## config.mk

```make
export PLATFORM = sky130hd
export DESIGN_NAME = perceptron_trainer
export DESIGN_NICKNAME = d
export VERILOG_FILES = /design/src/rtl/neuron_pkg.sv /design/src/rtl/perceptron_dp.sv /design/src/rtl/perceptron_trainer.sv
export SDC_FILE = /design/constraint.sdc
export NUM_CORES = 1
export LEC_CHECK = 0
export BUFFER_PORTS_ARGS = -buffer_cell sky130_fd_sc_hd__buf_2
export CORE_UTILIZATION = 64
export DETAILED_ROUTE_END_ITERATION = 10
export PLACE_DENSITY = 0.86
export SETUP_SLACK_MARGIN = 0.2
export SLEW_MARGIN = 15
export SYNTH_ARGS = -nofsm -noshare
export SYNTH_HDL_FRONTEND = slang
export SYNTH_SLANG_ARGS = --single-unit
```

## constraint.sdc

```tcl
create_clock -name clk -period 9.5 [get_ports clk]
set_input_delay 1.9 -clock clk [delete_from_list [all_inputs] [get_ports clk]]
set_output_delay 1.9 -clock clk [all_outputs]
set_load 0.03 [all_outputs]
```

## src/rtl/neuron_pkg.sv

```systemverilog
// Shared definitions for the perceptron trainer: FSM states, bipolar target
// codes and a saturating adder used by the weight/bias update.
package neuron_pkg;

  typedef enum logic [2:0] {
    S_IDLE,
    S_REQ,
    S_CALC,
    S_UPDATE,
    S_EPOCH_END,
    S_DONE
  } state_t;

  localparam logic [1:0] T_POS = 2'b01;
  localparam logic [1:0] T_NEG = 2'b11;

  // Adds two signed values and clamps the sum to a signed range of 'width'
  // bits. Operands are 64 bits wide, so callers must keep width below 63.
  function automatic logic signed [63:0] sat_add(input logic signed [63:0] a,
                                                 input logic signed [63:0] b,
                                                 input int                 width);
    logic signed [63:0] sum;
    logic signed [63:0] hi;
    logic signed [63:0] lo;
    hi  = (64'sd1 <<< (width - 1)) - 64'sd1;
    lo  = -(64'sd1 <<< (width - 1));
    sum = a + b;
    if (sum > hi) return hi;
    if (sum < lo) return lo;
    return sum;
  endfunction

endpackage

```

## src/rtl/perceptron_dp.sv

```systemverilog
// Perceptron datapath: weight/bias registers, full-width MAC, three-level
// activation and saturating learning update.
module perceptron_dp
  import neuron_pkg::*;
#(
  parameter int NUM_IN = 2,
  parameter int X_W    = 7,
  parameter int W_W    = 14,
  parameter int THETA  = 0
) (
  input  logic                    clk,
  input  logic                    rst,
  input  logic                    clear,
  input  logic                    load,
  input  logic                    calc,
  input  logic                    update,
  input  logic [NUM_IN*X_W-1:0]   x_in,
  input  logic [1:0]              t_in,
  output logic                    mismatch,
  output logic [NUM_IN*W_W-1:0]   w_out,
  output logic [W_W-1:0]          b_out
);

  localparam int ACC_W = W_W + X_W + $clog2(NUM_IN + 1) + 1;
  localparam logic signed [ACC_W-1:0] THETA_A = ACC_W'(THETA);

  logic signed [X_W-1:0]   x_q [NUM_IN];
  logic signed [W_W-1:0]   w_q [NUM_IN];
  logic signed [W_W-1:0]   b_q;
  logic                    t_pos_q;
  logic signed [1:0]       y_q;
  logic signed [1:0]       y_d;
  logic signed [ACC_W-1:0] net;

  // ACC_W leaves headroom for NUM_IN full-scale products plus the bias.
  always_comb begin
    net = ACC_W'(b_q);
    for (int i = 0; i < NUM_IN; i++) begin
      net = net + ACC_W'(w_q[i]) * ACC_W'(x_q[i]);
    end
  end

  // NOTE: every variable written in always_comb gets a value on every path,
  // otherwise synthesis infers a latch.
  always_comb begin
    y_d = 2'sb00;
    if (net > THETA_A)       y_d = 2'sb01;
    else if (net < -THETA_A) y_d = 2'sb11;
  end

  assign mismatch = (y_q != (t_pos_q ? 2'sb01 : 2'sb11));

  // NOTE: state uses non-blocking assignments so every register samples the
  // pre-edge values, independent of statement order.
  always_ff @(posedge clk) begin
    if (!rst) begin
      // NOTE: the sample latches are reset along with the weights so nothing
      // downstream ever sees X, even though they are rewritten before use.
      for (int i = 0; i < NUM_IN; i++) begin
        x_q[i] <= '0;
        w_q[i] <= '0;
      end
      b_q     <= '0;
      t_pos_q <= 1'b0;
      y_q     <= '0;
    end else begin
      if (clear) begin
        for (int i = 0; i < NUM_IN; i++) w_q[i] <= '0;
        b_q <= '0;
      end else if (update && mismatch) begin
        for (int i = 0; i < NUM_IN; i++) begin
          w_q[i] <= W_W'(sat_add(64'(w_q[i]),
                                 t_pos_q ? 64'(x_q[i]) : -64'(x_q[i]), W_W));
        end
        b_q <= W_W'(sat_add(64'(b_q), t_pos_q ? 64'sd1 : -64'sd1, W_W));
      end
      if (load) begin
        for (int i = 0; i < NUM_IN; i++) x_q[i] <= x_in[i*X_W +: X_W];
        // Any code other than T_POS is a -1 target.
        t_pos_q <= (t_in == T_POS);
      end
      if (calc) y_q <= y_d;
    end
  end

  always_comb begin
    w_out = '0;
    for (int i = 0; i < NUM_IN; i++) w_out[i*W_W +: W_W] = w_q[i];
  end

  assign b_out = b_q;

endmodule

```

## src/rtl/perceptron_trainer.sv

```systemverilog
// Perceptron trainer: epoch/sample sequencing, request/ready sample fetch and
// convergence detection around the perceptron_dp datapath.
module perceptron_trainer
  import neuron_pkg::*;
#(
  parameter int NUM_IN    = 2,
  parameter int X_W       = 7,
  parameter int W_W       = 14,
  parameter int CNT_W     = 32,
  parameter int THETA     = 0,
  parameter int MAX_EPOCH = 64
) (
  input  logic                    clk,
  input  logic                    rst,
  input  logic                    start,
  input  logic [CNT_W-1:0]        n_in,
  input  logic [NUM_IN*X_W-1:0]   x_in,
  input  logic [1:0]              t_in,
  input  logic                    data_ready,
  output logic                    request,
  output logic [CNT_W-1:0]        sample_idx,
  output logic [15:0]             epoch_cnt,
  output logic                    busy,
  output logic                    done,
  output logic                    converged,
  output logic [NUM_IN*W_W-1:0]   w_out,
  output logic [W_W-1:0]          b_out
);

  state_t           state_q, state_d;
  logic [CNT_W-1:0] n_q, n_d;
  logic [CNT_W-1:0] idx_q, idx_d;
  logic [15:0]      epoch_q, epoch_d;
  logic             err_q, err_d;
  logic             conv_q, conv_d;
  logic             dp_clear, dp_load, dp_calc, dp_update, mismatch;

  always_ff @(posedge clk) begin
    if (!rst) begin
      state_q <= S_IDLE;
      n_q     <= '0;
      idx_q   <= '0;
      epoch_q <= '0;
      err_q   <= 1'b0;
      conv_q  <= 1'b0;
    end else begin
      state_q <= state_d;
      n_q     <= n_d;
      idx_q   <= idx_d;
      epoch_q <= epoch_d;
      err_q   <= err_d;
      conv_q  <= conv_d;
    end
  end

  always_comb begin
    state_d   = state_q;
    n_d       = n_q;
    idx_d     = idx_q;
    epoch_d   = epoch_q;
    err_d     = err_q;
    conv_d    = conv_q;
    dp_clear  = 1'b0;
    dp_load   = 1'b0;
    dp_calc   = 1'b0;
    dp_update = 1'b0;
    case (state_q)
      S_IDLE, S_DONE: begin
        if (start) begin
          n_d      = n_in;
          dp_clear = 1'b1;
          epoch_d  = 16'd1;
          idx_d    = '0;
          err_d    = 1'b0;
          if (n_in == '0) begin
            state_d = S_DONE;
            conv_d  = 1'b1;
          end else begin
            state_d = S_REQ;
            conv_d  = 1'b0;
          end
        end
      end
      S_REQ: begin
        if (data_ready) begin
          dp_load = 1'b1;
          state_d = S_CALC;
        end
      end
      S_CALC: begin
        dp_calc = 1'b1;
        state_d = S_UPDATE;
      end
      S_UPDATE: begin
        dp_update = 1'b1;
        if (mismatch) err_d = 1'b1;
        idx_d   = idx_q + CNT_W'(1);
        state_d = (idx_q + CNT_W'(1) == n_q) ? S_EPOCH_END : S_REQ;
      end
      S_EPOCH_END: begin
        if (!err_q) begin
          state_d = S_DONE;
          conv_d  = 1'b1;
        end else if (epoch_q == 16'(MAX_EPOCH)) begin
          state_d = S_DONE;
          conv_d  = 1'b0;
        end else begin
          epoch_d = epoch_q + 16'd1;
          err_d   = 1'b0;
          idx_d   = '0;
          state_d = S_REQ;
        end
      end
      default: state_d = S_IDLE;
    endcase
  end

  assign request    = (state_q == S_REQ);
  assign busy       = (state_q != S_IDLE) && (state_q != S_DONE);
  assign done       = (state_q == S_DONE);
  assign converged  = conv_q;
  assign sample_idx = idx_q;
  assign epoch_cnt  = epoch_q;

  perceptron_dp #(
    .NUM_IN (NUM_IN),
    .X_W    (X_W),
    .W_W    (W_W),
    .THETA  (THETA)
  ) u_dp (
    .clk      (clk),
    .rst      (rst),
    .clear    (dp_clear),
    .load     (dp_load),
    .calc     (dp_calc),
    .update   (dp_update),
    .x_in     (x_in),
    .t_in     (t_in),
    .mismatch (mismatch),
    .w_out    (w_out),
    .b_out    (b_out)
  );

endmodule
```

==> impl_metrics.env <==
export IMPL_critPathCaptureType="flop"
export IMPL_rsz0062_at_grt="no"
export IMPL_grt_pass1_wl_um=114000
export IMPL_layout_common_cells="318 x inv_1, 280 x nand2_1, 212 x nor2_1"
export IMPL_hold_ws_ns=0.483
export IMPL_syn_to_final_growth_pct=6.19
export IMPL_tns_ns=0
export IMPL_ir_drop_uv=154
export IMPL_path_clk_slew_ns=0.07
export IMPL_drtPass1Iterations=9
export IMPL_yosys_area_share_adder_pct=26.9
export IMPL_wire_per_inst_um=19.7
export IMPL_outcome="finished clean"
export IMPL_cts_resized=0
export IMPL_fin_crit_sh_pct=85.0
export IMPL_synth_compound_area_share_pct=20.5
export IMPL_utilization_pct=69.7
export IMPL_routed_wl_um=69500
export IMPL_synth_area_per_cell_um2=7.87
export IMPL_clock_fmax_mhz=124
export IMPL_ys_seq_area_share_pct=14.0
export IMPL_nets=3492
export IMPL_synth_cell_types=102
export IMPL_synth_nets=3438
export IMPL_cp_slowest_stage_delay_ns=0.62
export IMPL_cts_num_sinks=144
export IMPL_min_path_type="flop to flop"
export IMPL_clock_skew_ns=0.0170
export IMPL_p_leak_uw=0.0114
export IMPL_ys_flop_type="dfxtp_1"
export IMPL_r2r_start="u_dp.x_q[0][6]"
export IMPL_setup_worst_path_end="u_dp.y_q[0]"
export IMPL_worst_pin_slew_ns=1.18
export IMPL_die_x_um=194
export IMPL_ys_seq_elements=144
export IMPL_grt_pass1_vias=22133
export IMPL_synth_top_family_by_area="adder cells"
export IMPL_synth_mux_area_share_pct=0.940
export IMPL_htreeDepth=4
export IMPL_min_period_ns=8.08
export IMPL_die_area_um2=37600
export IMPL_setup_viol=0
export IMPL_ys_async_sr_fraction_pct=0
export IMPL_cp_arrival_ns=8.41
export IMPL_drive_gt1_share_pct=8.42
export IMPL_io_buffers=145
export IMPL_rows=69
export IMPL_hpwl_um=53900
export IMPL_reg2reg_to="u_dp.y_q[0]"
export IMPL_grt_use_total_pct=37.1
export IMPL_path_max_fanout=22
export IMPL_synth_edf_count=42
export IMPL_holdBufCountCts=0
export IMPL_pre_cts_slack_ns=1.55
export IMPL_synth_xor_area_share_pct=6.88
export IMPL_relSlewSlack_pct=21.3
export IMPL_synth_area_um2=23600
export IMPL_slowest_stage="inv_1"
export IMPL_grt_overflow=0
export IMPL_antenna_found_initial=6
export IMPL_startpoint_type="flop"
export IMPL_r2r_setup_slack_ns=1.42
export IMPL_synthSimpleGateAreaFrac_pct=23.3
export IMPL_start_util_pct=65.6
export IMPL_mostFrequentLayoutCell="inv_1"
export IMPL_vias_per_cell=6.46
export IMPL_die_y_um=194
export IMPL_cts_root_buffer="clkbuf_16"
export IMPL_yosysWarnings=0
export IMPL_maxCapViolCount=0
export IMPL_numCtsBuffers=17
export IMPL_io_pins=146
export IMPL_worst_ep_required_time_ns=9.83
export IMPL_netlist_instances=2996
export IMPL_cts_buffer_depth=2
export IMPL_grt_max_degree=91
export IMPL_final_cells=3526
export IMPL_cellPowerDensity_nw_per_um2=174
export IMPL_n_fill_cell=2925
export IMPL_worst_slack_ns=1.42
export IMPL_ant_nets=0
export IMPL_crit_type="flop to flop"
export IMPL_post_cts_buffers=0
export IMPL_rr_worst_depth=29
export IMPL_drt_iter0_drc=2113
export IMPL_cts_tree="done"
export IMPL_clk_latency_ns=0.46
export IMPL_critPathLaunch="u_dp.x_q[0][6]"
export IMPL_num_vias=22780
export IMPL_placed_cells=3492
export IMPL_drv_slew=0
export IMPL_finalHoldViolations=0
export IMPL_drc=0
export IMPL_fp_coreArea_um2=35900
export IMPL_gp_congestion=0.999
==> state kept, by name, indices dropped and copies added (netlist names) <==
signal / cells
n_q: 32
sample_idx: 32
u_dp.w_q: 28
epoch_cnt: 16
u_dp.b_out: 14
u_dp.x_q: 14
state_q: 3
u_dp.y_q: 2
converged: 1
err_q: 1
u_dp.t_pos_q: 1
==> worst max-delay path: cells and delay by family, from the launching register on <==
family | cells | cell delay, ns
xor+xnor | 2 | 0.21
compound gates | 7 | 1.22
fa+ha+maj | 6 | 2.72
buf+inv | 4 | 0.81
simple gates | 10 | 2.45
flops | 1 | 0.55
==> through the flow <==
stage / cell area, µm² / power (µW)
CTS: 25000 / 4310
global route: 25000 / 4710
detailed placement: 24400 / 3580
global placement: 24400 / 3510
floorplan: 23600 / 2940
finish: 25000 / 4370
==> Yosys cell counts, types with 7 or more instances <==
master	n	area [µm²]
a211oi_1	15	113
a21boi_0	55	413
a21o_1	41	308
a21oi_1	203	1020
a21oi_2	13	114
a221o_1	14	140
a22oi_1	11	82.6
a31oi_1	25	156
and2_1	148	926
and3_1	48	300
and4_1	11	96.3
buf_2	25	125
buf_4	7	52.6
clkbuf_1	82	308
dfxtp_1	102	2040
edfxtp_1	42	1260
fa_1	194	3880
ha_1	196	2450
inv_1	319	1200
mux2_2	9	101
mux2i_1	12	120
nand2_1	280	1050
nand2b_1	23	144
nand3_1	70	350
nand4_1	62	388
nor2_1	213	800
nor2b_1	42	263
nor3_1	63	315
nor3b_1	9	67.6
nor4_1	28	175
nor4b_1	9	78.8
o211ai_1	22	165
o211ai_2	9	113
o21a_1	53	398
o21ai_0	161	806
o21ai_1	14	70.1
o21bai_1	10	75.1
o31ai_1	7	52.6
or3_1	24	150
or4_1	10	75.1
xnor2_1	127	1110
xor2_1	58	508
==> final cells by class <==
| type | count | area [µm²] | area share, % |
|---|---|---|---|
| Multi-Input combinational cell | 2411 | 18500 | 74.0 |
| Sequential cell | 144 | 3300 | 13.2 |
| Inverter | 319 | 1200 | 4.78 |
| Timing Repair Buffer | 157 | 816 | 3.26 |
| Tap cell | 461 | 577 | 2.30 |
| Clock buffer | 19 | 453 | 1.81 |
| Clock inverter | 13 | 143 | 0.570 |
| Antenna cell | 2 | 5.00 | 0.0200 |
==> per-layer routing <==
| layer | routed length [µm] | global-route usage, % | up-vias |
|---|---|---|---|
| met3 | 5940 | 5.39 | 232 |
| met2 | 32800 | 62.1 | 1212 |
| met5 | 51 | 0 | - |
| met4 | 3230 | 17.1 | 8 |
| li1 | - | - | 10485 |
| met1 | 27400 | 47.4 | 10843 |
==> worst min path at each step <==
stage,end,cells past startpoint,from,slack [ns]
floorplan,n_q[10],2,n_q[10],0.46
global placement,n_q[12],2,n_q[12],0.47
detailed placement,n_q[9],2,n_q[9],0.48
CTS,n_q[9],2,n_q[9],0.49
global route,n_q[21],2,n_q[21],0.50
finish,n_q[15],2,n_q[15],0.48
==> power by group <==
part           switching [µW]  leakage [µW]  internal, µW
Clock                     325      0.000296           386
Sequential               63.2       0.00128           661
Combinational            1800       0.00980          1140
==> cells by family (layout without fill, tap and decap cells) <==
kind of cell    count (synthesis)  after routing
simple gates                 1077           1077
mux                            21             21
fa+ha+maj                     390            390
xor+xnor                      185            185
compound gates                738            738
buf+inv                       441            508
flops                         144            144
other cells                     0              2
Note: power is estimated with default switching activity, not from simulation.
